File: src/rtl/stream_demux4.sv
// Four-way stream demultiplexer: one input stream steered by in_sel into four
// independent one-entry output slots, each with a delivered-beat counter.
//
// Per-slot state table:
//   state | meaning
//   EMPTY | slot holds no beat, out_valid[k]=0, can always accept
//   FULL  | slot holds a beat on outk_data, out_valid[k]=1
module stream_demux4 #(
   parameter int DWIDTH = 32,
   parameter int CWIDTH = 8
) (
   input  logic              clk,
   input  logic              rst,
   input  logic              in_valid,
   output logic              in_ready,
   input  logic [DWIDTH-1:0] in_data,
   input  logic [1:0]        in_sel,
   output logic [3:0]        out_valid,
   input  logic [3:0]        out_ready,
   output logic [DWIDTH-1:0] out0_data,
   output logic [DWIDTH-1:0] out1_data,
   output logic [DWIDTH-1:0] out2_data,
   output logic [DWIDTH-1:0] out3_data,
   output logic [CWIDTH-1:0] cnt0,
   output logic [CWIDTH-1:0] cnt1,
   output logic [CWIDTH-1:0] cnt2,
   output logic [CWIDTH-1:0] cnt3,
   output logic              busy
);

   typedef enum logic {
      EMPTY = 1'b0,
      FULL  = 1'b1
   } slot_e;

   slot_e             slot_q [4];
   slot_e             slot_d [4];
   logic [DWIDTH-1:0] data_q [4];
   logic [DWIDTH-1:0] data_d [4];
   logic [CWIDTH-1:0] cnt_q  [4];
   logic [CWIDTH-1:0] cnt_d  [4];
   logic              accept;

   // A full slot can still take a beat in the same cycle its sink drains it.
   assign in_ready = !rst && ((slot_q[in_sel] == EMPTY) || out_ready[in_sel]);
   assign accept   = in_valid && in_ready;

   always_comb begin
      for (int k = 0; k < 4; k++) begin
         slot_d[k] = slot_q[k];
         data_d[k] = data_q[k];
         cnt_d[k]  = cnt_q[k];
         if ((slot_q[k] == FULL) && out_ready[k]) begin
            slot_d[k] = EMPTY;
            cnt_d[k]  = cnt_q[k] + CWIDTH'(1);
         end
         if (accept && (in_sel == 2'(k))) begin
            slot_d[k] = FULL;
            data_d[k] = in_data;
         end
      end
   end

   always_ff @(posedge clk) begin
      if (rst) begin
         for (int k = 0; k < 4; k++) begin
            slot_q[k] <= EMPTY;
            data_q[k] <= '0;
            cnt_q[k]  <= '0;
         end
      end else begin
         for (int k = 0; k < 4; k++) begin
            slot_q[k] <= slot_d[k];
            data_q[k] <= data_d[k];
            cnt_q[k]  <= cnt_d[k];
         end
      end
   end

   always_comb begin
      out_valid = '0;
      for (int k = 0; k < 4; k++) begin
         out_valid[k] = (slot_q[k] == FULL);
      end
   end

   assign busy      = |out_valid;
   assign out0_data = data_q[0];
   assign out1_data = data_q[1];
   assign out2_data = data_q[2];
   assign out3_data = data_q[3];
   assign cnt0      = cnt_q[0];
   assign cnt1      = cnt_q[1];
   assign cnt2      = cnt_q[2];
   assign cnt3      = cnt_q[3];

endmodule

File: config.mk
export PLATFORM = sky130hd
export DESIGN_NAME = stream_demux4
export DESIGN_NICKNAME = d
export VERILOG_FILES = /design/src/rtl/stream_demux4.sv
export SDC_FILE = /design/constraint.sdc
export NUM_CORES = 1
export LEC_CHECK = 0
export ABC_AREA = 1
export CAP_MARGIN = 20
export CORE_MARGIN = 2
export CORE_UTILIZATION = 45
export DETAILED_ROUTE_END_ITERATION = 10
export GPL_ROUTABILITY_DRIVEN = 0
export PLACE_DENSITY = 0.8
export SLEW_MARGIN = 30
export SYNTH_ARGS = -nofsm -noshare
export SYNTH_HDL_FRONTEND = slang
export SYNTH_SLANG_ARGS = --single-unit
File: constraint.sdc
create_clock -name clk -period 1.68 [get_ports clk]
set_clock_uncertainty 0.1 [all_clocks]
set_input_delay 0.336 -clock clk [delete_from_list [all_inputs] [get_ports clk]]
set_output_delay 0.336 -clock clk [all_outputs]
set_load 0.01 [all_outputs]
==> results of run 1 <==
==> logic make-up (layout without fill, tap and decap cells) <==
group / count (synthesis) / count (layout) / synth area share [%]
XOR/XNOR: 4 / 4 / 0.503
AO/OA/AOI/OAI: 37 / 37 / 2.66
adder cells (fa/ha/maj): 4 / 4 / 0.718
flip-flops: 164 / 164 / 47.1
buffers and inverters: 219 / 456 / 14.1
AND/OR/NAND/NOR: 626 / 626 / 34.9
==> synthesized netlist by cell type <==
library cell / n / area [um^2]
a21oi_1: 21 / 105
nor2_2: 2 / 12.5
nand2_1: 309 / 1160
nor3_1: 8 / 40.0
nand2_4: 1 / 11.3
nor2_1: 290 / 1090
or4_1: 1 / 7.51
buf_1: 2 / 7.51
xor2_1: 4 / 35.0
buf_2: 6 / 30.0
inv_2: 2 / 7.51
nand3_1: 7 / 35.0
inv_1: 166 / 623
buf_4: 17 / 128
nand4_2: 4 / 50.1
buf_6: 12 / 135
ha_1: 4 / 50.1
o21ai_0: 16 / 80.1
clkbuf_1: 14 / 52.6
dfxtp_1: 164 / 3280
nand4_1: 4 / 25.0
==> worst paths after layout <==
kind / slack [ns] / cells after the start / start / end
hold / removal: 0.22 / 5 / out_ready[1] / slot_q[1]$_SDFF_PP0_
setup reg to reg: 0.06 / 12 / slot_q[0]$_SDFF_PP0_ / data_q[0][106]$_SDFFE_PP0P_
setup / recovery: -0.18 / 2 / slot_q[1]$_SDFF_PP0_ / busy
hold reg to reg: 0.37 / 2 / cnt_q[1][7]$_SDFFE_PP0P_ / cnt_q[1][7]$_SDFFE_PP0P_
==> per-stage QoR <==
step	TNS, ns	utilization (%)	instance area (um^2)	instances
detailed placement	-77.53	62.0	9390	1441
global placement	-71.14	62.0	9390	1441
finish	-0.208	65.5	9920	1479
CTS	-0.292	64.3	9740	1473
global route	-1.08	65.5	9920	1479
floorplan	0	-	6970	1054
==> worst max-delay path, cell delays in order, from the launching register on <==
cell,delay [ns]
dfxtp_2,0.34
or4_4,0.53
buf_6,0.14
==> final cells by class <==
| class | count | area (um^2) | area share, % |
|---|---|---|---|
| Sequential cell | 164 | 3290 | 33.2 |
| Multi-Input combinational cell | 671 | 2760 | 27.9 |
| Timing Repair Buffer | 256 | 2440 | 24.6 |
| Inverter | 168 | 633 | 6.38 |
| Clock buffer | 23 | 448 | 4.52 |
| Tap cell | 188 | 235 | 2.37 |
| Clock inverter | 9 | 106 | 1.07 |
==> per-layer routing <==
metal  up-vias  global-route usage [%]  routed length [um]
met5         -                       0                   0
met4         0                    7.63                 318
met3        21                    5.24                1130
met2       178                    34.8                8570
met1      2998                    27.3                8320
li1       3504                       -                   -
==> layout by cell type, fill, tap and decap left out, types with 15 or more instances in the layout <==
cell type        count
a21oi_1             20
buf_4               32
clkbuf_16           20
clkdlybuf4s50_1     34
dfxtp_1            159
dlygate4sd2_1      164
inv_1              165
nand2_1            307
nor2_1             289
o21ai_0             15
==> flip-flops by register name (all words and copies together), names as in the netlist <==
signal and count:
slot_q 4, cnt_q 32, data_q 128
==> repair_timing <==
action / 4_1_cts / 5_1_grt
gates resized for setup: 179 / 26
hold buffers: 0 / 0
pin swaps: 0 / 1
gates cloned: 0 / 4
endpoints found under the setup margin: 297 / 114
buffers inserted: 0 / 2
==> power by group <==
| group | total, mW | switching, mW | leakage [nW] | internal [mW] |
|---|---|---|---|---|
| Combinational | 0.878 | 0.482 | 4.10 | 0.396 |
| Clock | 3.71 | 1.53 | 0.261 | 2.18 |
| Sequential | 4.06 | 0.0576 | 1.33 | 4.01 |
| Total | 8.65 | 2.07 | 5.69 | 6.58 |
==> results.md, run 1 <==
* Detailed placer's ending HPWL at 12.5 mm
* Fill cells at 1321
* Final WS setup at -0.183 ns
* Seq/Total Area, Yosys at 47.1%
* Max Fclk at roughly 540 MHz
* Critical Path End Type: primary output
* Min Tclk post-route at approximately 1.9 ns
* Final wirelength at approximately 18 mm
* Worst Max-Slew Pin Slew at about 0.27 ns
* Final Hold Violating Endpoints at 0
* Avg WL per Cell at 12.4 um
* Period utilization at 111%
* Clock Root Buffer: clkbuf_16
* Crit path max fanout at 3
* WHS at between 0.2 and 0.25 ns
* CTS Buffer Depth at 2
* Mapped Nets at between 1000 and 1500
* Die H at 128 um
* Status: complete, but fails checks
* Max_cap viols at 0
* Final Total Pwr at about 8.7 mW
* TritonCTS Buffers at 17
* Num rows at 45
* Worst-path clk slew at about 0.070 ns
* # DRC at 0
* Die Wd at approximately 130 um
* Failing checks: setup timing
* N_diodes at 0
* TritonCTS Sinks at around 160
* Startpoint types: flip-flop
* First-pass GRT wire length at roughly 28 mm
* Die area at between 0.015 and 0.02 mm^2
* Initial DRC Count at between 300 and 400
* WP data arrival at approximately 1.4 ns
* Slew Viols, Final at 0
* Worst-skew pair later-pin latency at ~0.42 ns
* Avg Synthesized Cell Area at approximately 6.6 um^2
* Final Setup Violations at 2
* Final net count at 1323
* Vias in the first global route at between 5000 and 6000
* Area Overhead vs Synth at 42.4%
* Netlist cell types at 21
* Core ar. at around 0.015 mm^2
* WP data required at ~1.2 ns
* #FFs+latches synth at about 160
* Largest net degree at the start of global routing at 49
* PortBufs at between 200 and 250
* Max-slew headroom at between 80% and 90%
* Lkg Pwr at between 5 and 6 nW
* Worst slack, placed at -0.673 ns
* Synthesized cell area at 0.00697 mm^2
* Vias per cell at between 4 and 5
* H-tree depth at 4
* Congestion Overflow GR at 0
* Ratio of cells with drive above 1 in the final layout at approximately 7.8%
* Hold WC Path Type: input port to flip-flop
* Initial Util at between 40% and 50%
* I/O pins at just over 200
* Routed Antenna Nets at 0
* Max IR drop VDD at ~620 uV
* RSZ-0062 raised after global routing: true
* All-Layer GR Usage at a little over a fifth
* Initial antenna violation count at 0
* Clock tree from TritonCTS: done
* Worst Setup Path Type: flip-flop to primary output
* Pre-Repair DR Iteration Count at 6
* Pwr/cell area at ~870 mW/mm^2
* Via count at around 6700
* Syn. warnings at 0
* Synth Instances at 1054
No activity file was read; power rests on OpenSTA's default activity.
==> run 2, diff against run 1 <==
==> constraint.sdc (replaced) <==
create_clock -name clk -period 2 [get_ports clk]
set_clock_uncertainty 0.1 [all_clocks]
set_input_delay 0.4 -clock clk [delete_from_list [all_inputs] [get_ports clk]]
set_output_delay 0.4 -clock clk [all_outputs]
set_load 0.01 [all_outputs]
==> run 2 against run 1 <==
  * The flow now finishes without violations
  * Final cell count shrank 0.95%
  * Utilization shrank 0.12 points
  * Setup slack gained 0.22 ns
  * Non-clock buffer count shrank 13
  * Sequential power shrank 16%
  * Global-route usage shrank 0.33 points
  * Clock-buffer cell count shrank 3
==> results.md, run 2 (synthesis gave the netlist of run 1 again) <==
* Placed cell area at 0.00931 mm^2 (was 0.00939 mm^2)
* Routed Antenna Nets at 0 (unchanged)
* Top reg by flops: data_q (unchanged)
* Status: finished, final reports clean (was complete, but fails checks)
* Final net count at 1310 (was 1323)
* Commonest non-fill, non-tap cell in the layout: nand2_1 (unchanged)
* Critical Path End Type: primary output (unchanged)
* All-Layer GR Usage at 20.9% (was 21.2%)
* Final Total Pwr at 7.51 mW (was 8.65 mW)
* Final WS setup at 0.0419 ns (was -0.183 ns)
* Hold Buf Count CTS at 0 (unchanged)
* Max Fclk at just over 500 MHz
* # DRC at 0 (unchanged)
* PortBufs at 206 (unchanged)
* Worst Setup Path Type: flip-flop to primary output (unchanged)
* Num rows at 45 (unchanged)
* N_diodes at 0 (unchanged)
* WP data arrival at 1.46 ns (was 1.43 ns)
* Pre-Repair DR Iteration Count at 6 (unchanged)
* Die Wd at 128 um (unchanged)
* Lkg Pwr at 4.81 nW (was 5.69 nW)
* Avg WL per Cell at 12.1 um (was 12.4 um)
* Final Hold Violating Endpoints at 0 (unchanged)
* Core ar. at 0.0151 mm^2 (unchanged)
* Vias per cell at 4.46 (was 4.53)
* Fin cells at 1465 (was 1479)
* Fin area at 0.00990 mm^2 (was 0.00992 mm^2)
* Initial Util at 46.0% (unchanged)
* Startpoint types: flip-flop (unchanged)
* RSZ-0062 raised after global routing: false (was true)
* Final Setup Violations at 0 (was 2)
* Initial antenna violation count at 0 (unchanged)
* Placed Cells at 1434 (was 1441)
* Period utilization at 97.9%
* CTS Buffer Depth at 2 (unchanged)
* Worst-skew pair later-pin latency at 0.42 ns (about the same)
* H-tree depth at 4 (unchanged)
* TritonCTS Sinks at 164 (unchanged)
* WP data required at 1.50 ns (was 1.24 ns)
* Ratio of cells with drive above 1 in the final layout at 6.26% (was 7.82%)
* Max reg flops at 128 (unchanged)
* Final wirelength at 17.7 mm (was 18.3 mm)
* Die H at 128 um (unchanged)
* Crit path max fanout at 5 (was 3)
* Detailed placer's ending HPWL at 12.3 mm (was 12.5 mm)
* Largest registers: data_q (128), cnt_q (32), slot_q (4) (unchanged)
* Initial DRC Count at 338 (was 359)
* Vias in the first global route at 5715 (was 5813)
* Area Overhead vs Synth at 42.2% (was 42.4%)
* Die area at 0.0165 mm^2 (unchanged)
* First-pass GRT wire length at 27.5 mm (was 28.0 mm)
* I/O pins at 207 (unchanged)
* Max_cap viols at 0 (unchanged)
* Hold WC Path Type: flip-flop to flip-flop (was input port to flip-flop)
* Max IR drop VDD at 538 uV (was 623 uV)
* Worst-path clk slew at 0.07 ns (about the same)
* Congestion Overflow GR at 0 (unchanged)
* Min Tclk post-route at 1.96 ns
* Worst slack, placed at -0.484 ns (was -0.673 ns)
* Pwr/cell area at 759 mW/mm^2 (was 872 mW/mm^2)
* Via count at 6537 (was 6701)
* TritonCTS Buffers at 17 (unchanged)
* Clock Root Buffer: clkbuf_16 (unchanged)
* Slew Viols, Final at 0 (unchanged)
* Worst Max-Slew Pin Slew at 0.377 ns (was 0.273 ns)
* Clock tree from TritonCTS: done (unchanged)
* Largest net degree at the start of global routing at 45 (was 49)
* Most frequent cells in the layout: nand2_1, nor2_1, clkdlybuf4s50_1 (was nand2_1, nor2_1, inv_1)
* Max-slew headroom at 74.8% (was 81.7%)
-- run 2: cell count changes in the layout (fill, tap and decap cells not counted), moves of 3 or more --
cell	previous run	this run
buf_6	4	0
clkdlybuf4s50_1	34	202
clkbuf_16	20	17
clkbuf_1	6	2
dlymetal6s2s_1	4	0
dfxtp_1	159	162
buf_12	12	7
dlygate4sd2_1	164	2
-- run 2: worst paths after layout --
kind                                 start                   endpoint  slack (ns)  cells past startpoint
setup / recovery      slot_q[1]$_SDFF_PP0_                       busy        0.04                      2
hold / removal    cnt_q[1][2]$_SDFFE_PP0P_   cnt_q[1][2]$_SDFFE_PP0P_        0.37                      2
hold reg to reg   cnt_q[1][2]$_SDFFE_PP0P_   cnt_q[1][2]$_SDFFE_PP0P_        0.37                      2
setup reg to reg      slot_q[2]$_SDFF_PP0_  data_q[0][3]$_SDFFE_PP0P_        0.23                     11
-- run 2: worst max-delay path, stage by stage (launching register included) --
cell and delay, ns:
dfxtp_2 0.34, or4_1 0.53, buf_2 0.16
-- run 2: cell type report --
type	count	area (um^2)
multi-input combinational	671	2740
sequential	164	3290
clock inverter	11	153
tap	188	235
clock buffer	20	447
fill	1284	5240
inverter	168	633
timing repair buffer	243	2410
-- run 2: per-layer routing --
layer,share of wire [%],global-route usage (%),up-vias
met3,6.7,5.57,29
met2,45,33.5,184
met5,0,0,-
met4,2.0,7.76,0
met1,46,27.1,2843
li1,-,-,3481
-- run 2: where the power goes --
part,switching [mW],internal (mW)
sequential,0.0526,3.37
combinational,0.392,0.372
clock,1.33,2.00
total,1.78,5.74
-- run 2: timing repair --
item / 4_1_cts / 5_1_grt
gates resized for setup: 11 / 1
setup buffers: 0 / 0
setup endpoints to repair: 2 / 1
-- run 2: metrics by stage --
step	util, %	hold slack, ns	TNS, ns
2_1_floorplan	-	0.377	0
4_1_cts	65.4	0.371	0
3_5_place_dp	61.5	0.356	-39.38
6_report	65.4	0.370	0
3_3_place_gp	61.5	0.350	-34.93
5_1_grt	65.4	0.398	0
==> run 3, diff against run 2 <==
--- a/config.mk
+++ b/config.mk
@@ -12,6 +12,8 @@
 export DETAILED_ROUTE_END_ITERATION = 10
 export GPL_ROUTABILITY_DRIVEN = 0
 export PLACE_DENSITY = 0.8
+export SETUP_SLACK_MARGIN = 0.5
+export SKIP_CTS_REPAIR_TIMING = 1
 export SLEW_MARGIN = 30
 export SYNTH_ARGS = -nofsm -noshare
 export SYNTH_HDL_FRONTEND = slang
==> run 3 against run 2 <==
  * Flip-flop and latch count unchanged
  * Sequential share of layout area decreased by 0.58 points
  * Total power decreased by 1.1%
  * Final cell count unchanged
  * Register-to-register slack improved by 0.07 ns
  * Critical path depth unchanged
  * Design area increased by 2.0%
  * Clock-buffer cell count decreased by 2
  * Largest power group unchanged
  * Wire length increased by 6.4%
  * Maximum frequency increased by 1.0%
  * Non-clock buffer count decreased by 1
==> results.md, run 3 (synthesis gave the netlist of run 1 again) <==
* Most frequent cells in the layout: nand2_1, nor2_1, clkdlybuf4s50_1 (unchanged)
* TritonCTS Buffers at 17 (unchanged)
* RSZ-0062 raised after global routing: true (was false)
* Via count at 6647 (was 6537)
* Core ar. at 0.0151 mm^2 (unchanged)
* CP max-delay cell: or4_4 (was or4_1)
* Worst-skew pair later-pin latency at 0.42 ns (about the same)
* HP Start: out_ready[2] (was cnt_q[1][2]$_SDFFE_PP0P_)
* H-tree depth at 4 (unchanged)
* I/O pins at 207 (unchanged)
* Final Setup Violations at 0 (unchanged)
* Placed cell area at 0.00931 mm^2 (about the same)
* Largest registers: data_q (128), cnt_q (32), slot_q (4) (unchanged)
* Fill cells at 1255 (was 1284)
* Final net count at 1309 (was 1310)
* Worst Setup Path Type: flip-flop to primary output (unchanged)
* Setup TNS at 0 ns (unchanged)
* Worst Max-Slew Pin Slew at 0.373 ns (was 0.377 ns)
* Critical Path End Type: primary output (unchanged)
* Critical R2R Launch: slot_q[2]$_SDFF_PP0_ (unchanged)
* Worst-path clk slew at 0.07 ns (about the same)
* Top reg by flops: data_q (unchanged)
* # DRC at 0 (unchanged)
* Ratio of cells with drive above 1 in the final layout at 7.20% (was 6.26%)
* Routed Antenna Nets at 0 (unchanged)
* Hold WC Path Type: input port to flip-flop (was flip-flop to flip-flop)
* WP data arrival at 1.44 ns (was 1.46 ns)
* Avg WL per Cell at 12.9 um (was 12.1 um)
* Max IR drop VDD at 552 uV (was 538 uV)
* Minimum setup slack among reg-to-reg paths at 0.30 ns (was 0.23 ns)
* TritonCTS Sinks at 164 (unchanged)
* Period utilization at 96.9% (was 97.9%)
* Num rows at 45 (unchanged)
* CP Cell Sequence: or4_4 > buf_6 (was or4_1 > buf_2)
* Initial antenna violation count at 0 (unchanged)
* Clock tree from TritonCTS: done (unchanged)
* WP data required at 1.50 ns (about the same)
* Max_cap viols at 0 (unchanged)
* Area Overhead vs Synth at 45.0% (was 42.2%)
* Buf+Inv Stages, Crit Path at 1 (unchanged)
* Max Fclk at 516 MHz (was 511 MHz)
* Vias in the first global route at 5772 (was 5715)
* Pre-Repair DR Iteration Count at 4 (was 6)
* All-Layer GR Usage at 21.2% (was 20.9%)
* Slew Viols, Final at 0 (unchanged)
* Congestion Overflow GR at 0 (unchanged)
* Min Tclk post-route at 1.94 ns (was 1.96 ns)
* Reg2reg end: data_q[0][105]$_SDFFE_PP0P_ (was data_q[0][3]$_SDFFE_PP0P_)
* Die Wd at 128 um (unchanged)
* Detailed placer's ending HPWL at 12.3 mm (about the same)
* Fin area at 0.0101 mm^2 (was 0.00990 mm^2)
* R2R depth at 11 (unchanged)
* Initial Util at 46.0% (unchanged)
* Max-slew headroom at 75.1% (was 74.8%)
* Top delay family on crit path: simple AND/OR/NAND/NOR gates (unchanged)
* Final Hold Violating Endpoints at 0 (unchanged)
* Max reg flops at 128 (unchanged)
* First-pass GRT wire length at 28.1 mm (was 27.5 mm)
* Largest net degree at the start of global routing at 62 (was 45)
* Die H at 128 um (unchanged)
* Number of cells on the critical path at 2 (unchanged)
* Hold depth at 4 (was 2)
* Worst Hold End: slot_q[2]$_SDFF_PP0_ (was cnt_q[1][2]$_SDFFE_PP0P_)
* PortBufs at 206 (unchanged)
* Pwr/cell area at 736 mW/mm^2 (was 759 mW/mm^2)
* Status: finished, final reports clean (unchanged)
* Crit path max fanout at 5 (unchanged)
* Vias per cell at 4.54 (was 4.46)
* CTS Buffer Depth at 2 (unchanged)
* CP peak stage delay at 0.54 ns (was 0.53 ns)
* Commonest non-fill, non-tap cell in the layout: nand2_1 (unchanged)
* N_diodes at 0 (unchanged)
* Initial DRC Count at 383 (was 338)
* Final wirelength at 18.9 mm (was 17.7 mm)
* Clock Root Buffer: clkbuf_16 (unchanged)
* Lkg Pwr at 4.95 nW (was 4.81 nW)
* Die area at 0.0165 mm^2 (unchanged)
* Startpoint types: flip-flop (unchanged)
* WHS at 0.294 ns (was 0.370 ns)
## run 3: cell types whose count changed in the layout (fill, tap and decap cells not counted), moves of 4 or more
cell,previous run,this run
dlymetal6s2s_1,0,4
clkbuf_16,17,22
clkdlybuf4s50_1,202,197
buf_4,30,14
buf_12,7,14
inv_6,2,7
## run 3: per-layer routing
| layer | global-route usage [%] | up-vias | routed length, um |
|---|---|---|---|
| li1 | - | 3469 | - |
| met1 | 27.6 | 2962 | 8660 |
| met2 | 34.3 | 188 | 8580 |
| met3 | 5.49 | 28 | 1220 |
| met4 | 7.69 | 0 | 412 |
| met5 | 0 | - | 0 |
## run 3: how the worst max path moves through the flow
stage,slack (ns),end,start
floorplan,0.41,data_q[0][54]$_SDFFE_PP0P_,in_sel[0]
global placement,-0.47,in_ready,in_sel[0]
detailed placement,-0.47,in_ready,in_sel[1]
CTS,-0.48,in_ready,in_sel[1]
global route,0.04,busy,slot_q[1]$_SDFF_PP0_
finish,0.06,busy,slot_q[1]$_SDFF_PP0_
## run 3: power by group
group | switching (mW) | internal (mW) | total [mW]
logic | 0.406 | 0.393 | 0.799
clock network | 1.43 | 1.79 | 3.22
registers | 0.0530 | 3.36 | 3.42
total | 1.89 | 5.54 | 7.43
## run 3: stage by stage
step / util [%] / power (mW) / setup slack [ns] / cells
floorplan: - / 3.84 / 0.408 / 1054
global placement: 61.4 / 4.24 / -0.467 / 1423
detailed placement: 61.4 / 4.25 / -0.474 / 1423
CTS: 65.3 / 7.45 / -0.484 / 1455
global route: 66.7 / 7.72 / 0.0352 / 1465
finish: 66.7 / 7.43 / 0.0618 / 1465
## run 3: worst reg2reg max path, stage by stage (launching register included)
cell	delay (ns)
dfxtp_4	0.36
nand2_1	0.06
nand2_1	0.05
nand2_1	0.07
nand2_2	0.06
buf_4	0.13
nand2_4	0.11
nand4_4	0.10
buf_12	0.18
clkbuf_16	0.18
nor2_1	0.12
nor2_1	0.06
## run 3: area by class of cell
type	count	area (um^2)	share of cell area, %
Sequential cell	164	3290	32.6
Multi-Input combinational cell	671	2760	27.3
Timing Repair Buffer	242	2600	25.8
Inverter	168	633	6.27
Clock buffer	18	439	4.35
Tap cell	188	235	2.33
Clock inverter	14	140	1.39
